--- config.mk ---
export PLATFORM = sky130hd
export DESIGN_NAME = adam_periph_uart_rx_flat
export DESIGN_NICKNAME = d
export VERILOG_FILES = /design/src/rtl/adam_periph_uart_rx_if.sv /design/src/rtl/adam_periph_uart_rx.sv /design/src/flat_wrapper.sv
export SDC_FILE = /design/constraint.sdc
export NUM_CORES = 1
export LEC_CHECK = 0
export BUFFER_PORTS_ARGS = -buffer_cell sky130_fd_sc_hd__buf_4
export CELL_PAD_IN_SITES_DETAIL_PLACEMENT = 1
export CELL_PAD_IN_SITES_GLOBAL_PLACEMENT = 1
export CORE_MARGIN = 4
export CORE_UTILIZATION = 35
export CTS_CLUSTER_DIAMETER = 40
export CTS_CLUSTER_SIZE = 30
export DETAILED_ROUTE_END_ITERATION = 10
export HOLD_SLACK_MARGIN = 0.08
export PLACE_DENSITY_LB_ADDON = 0.1
export SYNTH_ARGS = -nofsm -noshare
export SYNTH_HDL_FRONTEND = slang
export SYNTH_SLANG_ARGS = --single-unit
--- constraint.sdc ---
create_clock -name clk -period 3.3 [get_ports clk]
set_clock_uncertainty 0.15 [all_clocks]
set_input_delay 0.165 -clock clk [delete_from_list [all_inputs] [get_ports clk]]
set_output_delay 0.165 -clock clk [all_outputs]
set_load 0.05 [all_outputs]
--- src/rtl/adam_periph_uart_rx_if.sv ---
// Stream and pause handshake bundle for the UART receive engine.
// master: the receiver side (drives data/valid/ack); slave: consumer and pause controller.
interface adam_periph_uart_rx_if #(
    parameter int DATA_WIDTH = 32
);
    logic [DATA_WIDTH-1:0] data;
    logic                  valid;
    logic                  ready;
    logic                  req;
    logic                  ack;

    modport master (output data, output valid, output ack, input ready, input req);
    modport slave  (input data, input valid, input ack, output ready, output req);
endinterface

--- src/rtl/adam_periph_uart_rx.sv ---
// UART receive engine: samples rx mid-bit and delivers each word on the stream port.
// Define ADAM_PERIPH_UART_RX_MAJORITY_EN for 3-sample majority voting (one cycle later per sample).
//
//   state  | meaning
//   IDLE   | line idle, waiting for start edge; pause ack tracks req
//   START  | half a bit period in, confirm start bit is still low
//   DATA   | sampling data bits, LSB first
//   PARITY | sampling and checking the parity bit
//   STOP   | sampling one or two stop bits
module adam_periph_uart_rx #(
    parameter int DATA_WIDTH = 32
) (
    input  logic                  clk,
    input  logic                  rst,
    adam_periph_uart_rx_if.master bus,
    input  logic                  parity_select,
    input  logic                  parity_control,
    input  logic [3:0]            data_length,
    input  logic                  stop_bits,
    input  logic [DATA_WIDTH-1:0] baud_rate,
    input  logic                  rx,
    output logic                  parity_error,
    output logic                  frame_error,
    output logic                  overrun
);

    typedef enum logic [2:0] {
        IDLE,
        START,
        DATA,
        PARITY,
        STOP
    } state_t;

    state_t                state, state_nxt;
    logic [DATA_WIDTH-1:0] cnt, cnt_nxt;
    logic [DATA_WIDTH-1:0] word, word_nxt;
    logic [3:0]            bit_idx, bit_idx_nxt;
    logic                  stop_idx, stop_idx_nxt;
    logic                  par_acc, par_acc_nxt;
    logic                  par_bad, par_bad_nxt;
    logic                  frm_bad, frm_bad_nxt;
    logic                  frame_done;

    logic rx_meta, rx_s, rx_d1;
    logic sample, fall, tick, start_go;
    logic [DATA_WIDTH-1:0] start_load;

`ifdef ADAM_PERIPH_UART_RX_MAJORITY_EN
    logic rx_d2;

    always_ff @(posedge clk) begin
        if (rst) rx_d2 <= 1'b1;
        else     rx_d2 <= rx_d1;
    end

    // Vote over mid-1, mid, mid+1; the extra cycle of delay is absorbed in the start load.
    assign sample     = (rx_s & rx_d1) | (rx_s & rx_d2) | (rx_d1 & rx_d2);
    assign start_load = baud_rate >> 1;
`else
    assign sample     = rx_s;
    assign start_load = (baud_rate >> 1) - DATA_WIDTH'(1);
`endif

    always_ff @(posedge clk) begin
        if (rst) begin
            rx_meta <= 1'b1;
            rx_s    <= 1'b1;
            rx_d1   <= 1'b1;
        end else begin
            rx_meta <= rx;
            rx_s    <= rx_meta;
            rx_d1   <= rx_s;
        end
    end

    assign fall     = rx_d1 & ~rx_s;
    assign tick     = (cnt == '0);
    assign start_go = (state == IDLE) && fall && !bus.req && !bus.ack;

    always_ff @(posedge clk) begin
        if (rst) begin
            state    <= IDLE;
            cnt      <= '0;
            word     <= '0;
            bit_idx  <= '0;
            stop_idx <= 1'b0;
            par_acc  <= 1'b0;
            par_bad  <= 1'b0;
            frm_bad  <= 1'b0;
        end else begin
            state    <= state_nxt;
            cnt      <= cnt_nxt;
            word     <= word_nxt;
            bit_idx  <= bit_idx_nxt;
            stop_idx <= stop_idx_nxt;
            par_acc  <= par_acc_nxt;
            par_bad  <= par_bad_nxt;
            frm_bad  <= frm_bad_nxt;
        end
    end

    always_comb begin
        state_nxt    = state;
        cnt_nxt      = tick ? baud_rate : cnt - DATA_WIDTH'(1);
        word_nxt     = word;
        bit_idx_nxt  = bit_idx;
        stop_idx_nxt = stop_idx;
        par_acc_nxt  = par_acc;
        par_bad_nxt  = par_bad;
        frm_bad_nxt  = frm_bad;
        frame_done   = 1'b0;

        case (state)
            IDLE: begin
                cnt_nxt = cnt;
                if (start_go) begin
                    state_nxt    = START;
                    cnt_nxt      = start_load;
                    word_nxt     = '0;
                    bit_idx_nxt  = '0;
                    stop_idx_nxt = 1'b0;
                    par_acc_nxt  = 1'b0;
                    par_bad_nxt  = 1'b0;
                    frm_bad_nxt  = 1'b0;
                end
            end
            START: begin
                if (tick) state_nxt = sample ? IDLE : DATA;
            end
            DATA: begin
                if (tick) begin
                    word_nxt    = word | (DATA_WIDTH'(sample) << bit_idx);
                    par_acc_nxt = par_acc ^ sample;
                    bit_idx_nxt = bit_idx + 4'd1;
                    if (bit_idx == data_length - 4'd1)
                        state_nxt = parity_control ? PARITY : STOP;
                end
            end
            PARITY: begin
                if (tick) begin
                    par_bad_nxt = (sample != (par_acc ^ parity_select));
                    state_nxt   = STOP;
                end
            end
            STOP: begin
                if (tick) begin
                    if (!sample) frm_bad_nxt = 1'b1;
                    // Leave mid-stop-bit so a back-to-back start edge is caught.
                    if (stop_idx == stop_bits) begin
                        state_nxt  = IDLE;
                        frame_done = 1'b1;
                    end else begin
                        stop_idx_nxt = 1'b1;
                    end
                end
            end
            default: state_nxt = IDLE;
        endcase
    end

    always_ff @(posedge clk) begin
        if (rst) begin
            bus.data     <= '0;
            bus.valid    <= 1'b0;
            bus.ack      <= 1'b1;
            parity_error <= 1'b0;
            frame_error  <= 1'b0;
            overrun      <= 1'b0;
        end else begin
            parity_error <= 1'b0;
            frame_error  <= 1'b0;
            overrun      <= 1'b0;

            if (bus.valid && bus.ready) bus.valid <= 1'b0;

            if (frame_done) begin
                if (bus.valid) begin
                    overrun <= 1'b1;
                end else begin
                    bus.data     <= word;
                    bus.valid    <= 1'b1;
                    parity_error <= par_bad;
                    frame_error  <= frm_bad_nxt;
                end
            end

            if (state == IDLE && !start_go) bus.ack <= bus.req;
            else                            bus.ack <= 1'b0;
        end
    end

endmodule
--- src/flat_wrapper.sv ---
// flat-port wrapper written by rule: the top's interface ports become plain ports
module adam_periph_uart_rx_flat 
#(
    parameter int DATA_WIDTH = 32
)
  (clk, rst, parity_select, parity_control, data_length, stop_bits, baud_rate, rx, parity_error, frame_error, overrun, bus_data, bus_valid, bus_ack, bus_ready, bus_req);
  adam_periph_uart_rx_if #(.DATA_WIDTH(DATA_WIDTH)) bus_i ();
  input  logic clk;
  input  logic rst;
  input  logic parity_select;
  input  logic parity_control;
  input  logic [3:0] data_length;
  input  logic stop_bits;
  input  logic [DATA_WIDTH-1:0] baud_rate;
  input  logic rx;
  output logic parity_error;
  output logic frame_error;
  output logic overrun;
  output wire logic [$bits(bus_i.data)-1:0] bus_data;
  output wire logic [$bits(bus_i.valid)-1:0] bus_valid;
  output wire logic [$bits(bus_i.ack)-1:0] bus_ack;
  input wire logic [$bits(bus_i.ready)-1:0] bus_ready;
  input wire logic [$bits(bus_i.req)-1:0] bus_req;
  assign bus_data = bus_i.data;
  assign bus_valid = bus_i.valid;
  assign bus_ack = bus_i.ack;
  assign bus_i.ready = bus_ready;
  assign bus_i.req = bus_req;
  adam_periph_uart_rx #(.DATA_WIDTH(DATA_WIDTH)) u_core (.clk(clk), .rst(rst), .bus(bus_i), .parity_select(parity_select), .parity_control(parity_control), .data_length(data_length), .stop_bits(stop_bits), .baud_rate(baud_rate), .rx(rx), .parity_error(parity_error), .frame_error(frame_error), .overrun(overrun));
endmodule
==> results_dict.tcl <==
set metrics [dict create \
    status "finished, final reports clean" \
    ys_types 66 \
    cts_buffer_depth 2 \
    tightest_slew_ns 0.738 \
    fin_crit_sh 0.952 \
    io_buffer_count 64 \
    mostFrequentLayoutCells "buf_4, dfxtp_1, nor2_1, nand2_1, o21ai_0" \
    track_usage 0.206 \
    start_util 0.356 \
    gp_congestion 0.817 \
    cts_tree "done" \
    ys_seq_elements 83 \
    cap_violations 0 \
    syn_to_final_growth_pct 24.4 \
    htreeDepth 3 \
    postSynth.asyncResetShare 0 \
    worstHoldStart "baud_rate[4]" \
    instances_no_fill 939 \
    numCtsBuffers 9 \
    coreArea_sq_um 14500 \
    synth_top_cell_area_share 0.321 \
    critPathTopFamily "simple AND/OR/NAND/NOR gates" \
    setup_violations 0 \
    grt_max_degree 51 \
    vias_per_cell 5.42 \
    ys.flop_type "dfxtp_1" \
    crit_required_ns 3.39 \
    yosys.area.top_type "dfxtp_1" \
    wl_per_cell_um 17.9 \
    syn_inst 664 \
    ys_top_cells_by_area "dfxtp_1, xnor2_1, nor2_1" \
    critPathMaxStageDelay_ns 0.57 \
    grt_pass1_wl_um 27600 \
    dp_cells 888 \
    grt_pass1_vias 5307 \
    grt_setup_unrepaired "no" \
    worst-path-buf-inv 2 \
    finalHoldViolations 0 \
    min_period_ns 3.14 \
    end_kind "register" \
    synth-edff-count 0 \
    worstPathMaxFanout 36 \
    first_pass_iters 4 \
    timing.fmax_mhz 318 \
    rows 44 \
    wl_um 16800 \
    slew_headroom 0.504 \
    ys_seq_area_frac 0.321 \
    drive_above_1_share 0.176 \
    ios 81 \
    grt_remaining_overflow 0 \
    ant_nets 0 \
    arrival_ns 3.23 \
    crit_chain "nor4_1 > and4_1 > nand4_2 > buf_4 > o21ai_0 > o22ai_1 > dlygate4sd3_1" \
    drt-initial-drc-count 220 \
    dp_hpwl_um 12200 \
    cts.sinks 83 \
    r2r-start "u_core.cnt[16]" \
    crit_path_start_kind "register" \
    dieHeight_um 130 \
    crit_path_start "u_core.cnt[16]" \
    yosysWarnings 0 \
    cpMaxStageDelayCell "nor4_1" \
    die-area_sq_um 16800 \
    path_clk_slew_ns 0.07 \
    syn_area_sq_um 5170 \
    postSynthAreaPerCell_sq_um 7.79 \
    fp.dieW_um 130 \
    nets 799 \
    drv_slew 0 \
    vias 5087 \
    antenna_found_initial 0 \
    root_buffer "clkbuf_16" \
    postCtsSetupBuffers 0 \
    final_common_cell "buf_4" \
    hold_class "input port to register" \
    drc 0 \
    tns_ns 0 \
    clk_latency_ns 0.35 \
    n_antenna_cell 0 \
    crit_type "register to register" \
]
[final cells by class]
cell class	instances	area (sq um)
fillers	1788	8100
repair buffers	121	996
flip-flops and latches	83	1660
inverters	15	56.3
well taps	184	230
clock inverters	6	48.8
clock buffers	10	229
multi-input cells	520	3210
[routing by layer]
metal  up-vias  global-route usage  part of all wire
met5         -                   0                 0
met4         0              0.0391            0.0074
met3         8              0.0416             0.038
met2        86               0.344              0.47
met1      2451               0.277              0.49
li1       2542                   -                 -
[what timing repair did]
| action | CTS | global route |
|---|---|---|
| hold buffers | 35 | 0 |
| gates resized for setup | 0 | 1 |
| endpoints found under the setup margin | 0 | 1 |
| endpoints found under the hold margin | 33 | 0 |
[path summary, 6_finish.rpt]
check	to	slack (ns)	cells past startpoint
max	u_core.cnt[15]	0.16	7
min	u_core.cnt[4]	0.09	3
max reg2reg	u_core.cnt[15]	0.16	7
min reg2reg	u_core.rx_s	0.26	1
[synth_stat cells (all sizes together), types with 13 or more instances]
library cell and number:
dfxtp 83, clkbuf 38, nand3 31, o22ai 16, nor2 69, xor2 23
buf 23, o21ai 46, inv 15, nor3 31, a21oi 42, nor4 22
nand2 56, o211ai 13, xnor2 30
[through the flow]
step           utilization  hold slack, ns  setup slack (ns)  cell area, sq um
6_report             0.443          0.0872             0.158              6440
5_1_grt              0.443           0.102           0.00336              6440
4_1_cts              0.442          0.0818             0.117              6430
3_5_place_dp         0.399           0.205             0.477              5800
3_3_place_gp         0.399           0.202             0.505              5800
2_1_floorplan            -           0.119             0.905              5230
[sequential cells by signal, indices dropped and copies added, names as in the netlist, 3 cells and up]
| register | flops |
|---|---|
| u_core.bit_idx | 4 |
| u_core.state | 3 |
| u_core.cnt | 32 |
| u_core.word | 16 |
| u_core.bus.data | 16 |
[cells by family (layout without fill, tap and decap cells)]
group                    after synthesis  after routing  synth area share
adder cells (fa/ha/maj)                5              5            0.0121
flip-flops                            83             83             0.321
buffers and inverters                 76            152            0.0706
multiplexers                           8              8            0.0167
AND/OR/NAND/NOR                      272            272             0.284
XOR/XNOR                              53             53            0.0897
other                                  1             16          0.000725
AO/OA/AOI/OAI                        166            166             0.205
[worst min-delay path, stage by stage]
cell	delay (ns)
buf_4	0.10
o211ai_1	0.10
a21oi_1	0.17
Power is not shown: default switching activity piles up to over one toggle a cycle in this logic, so the estimate is an artifact.
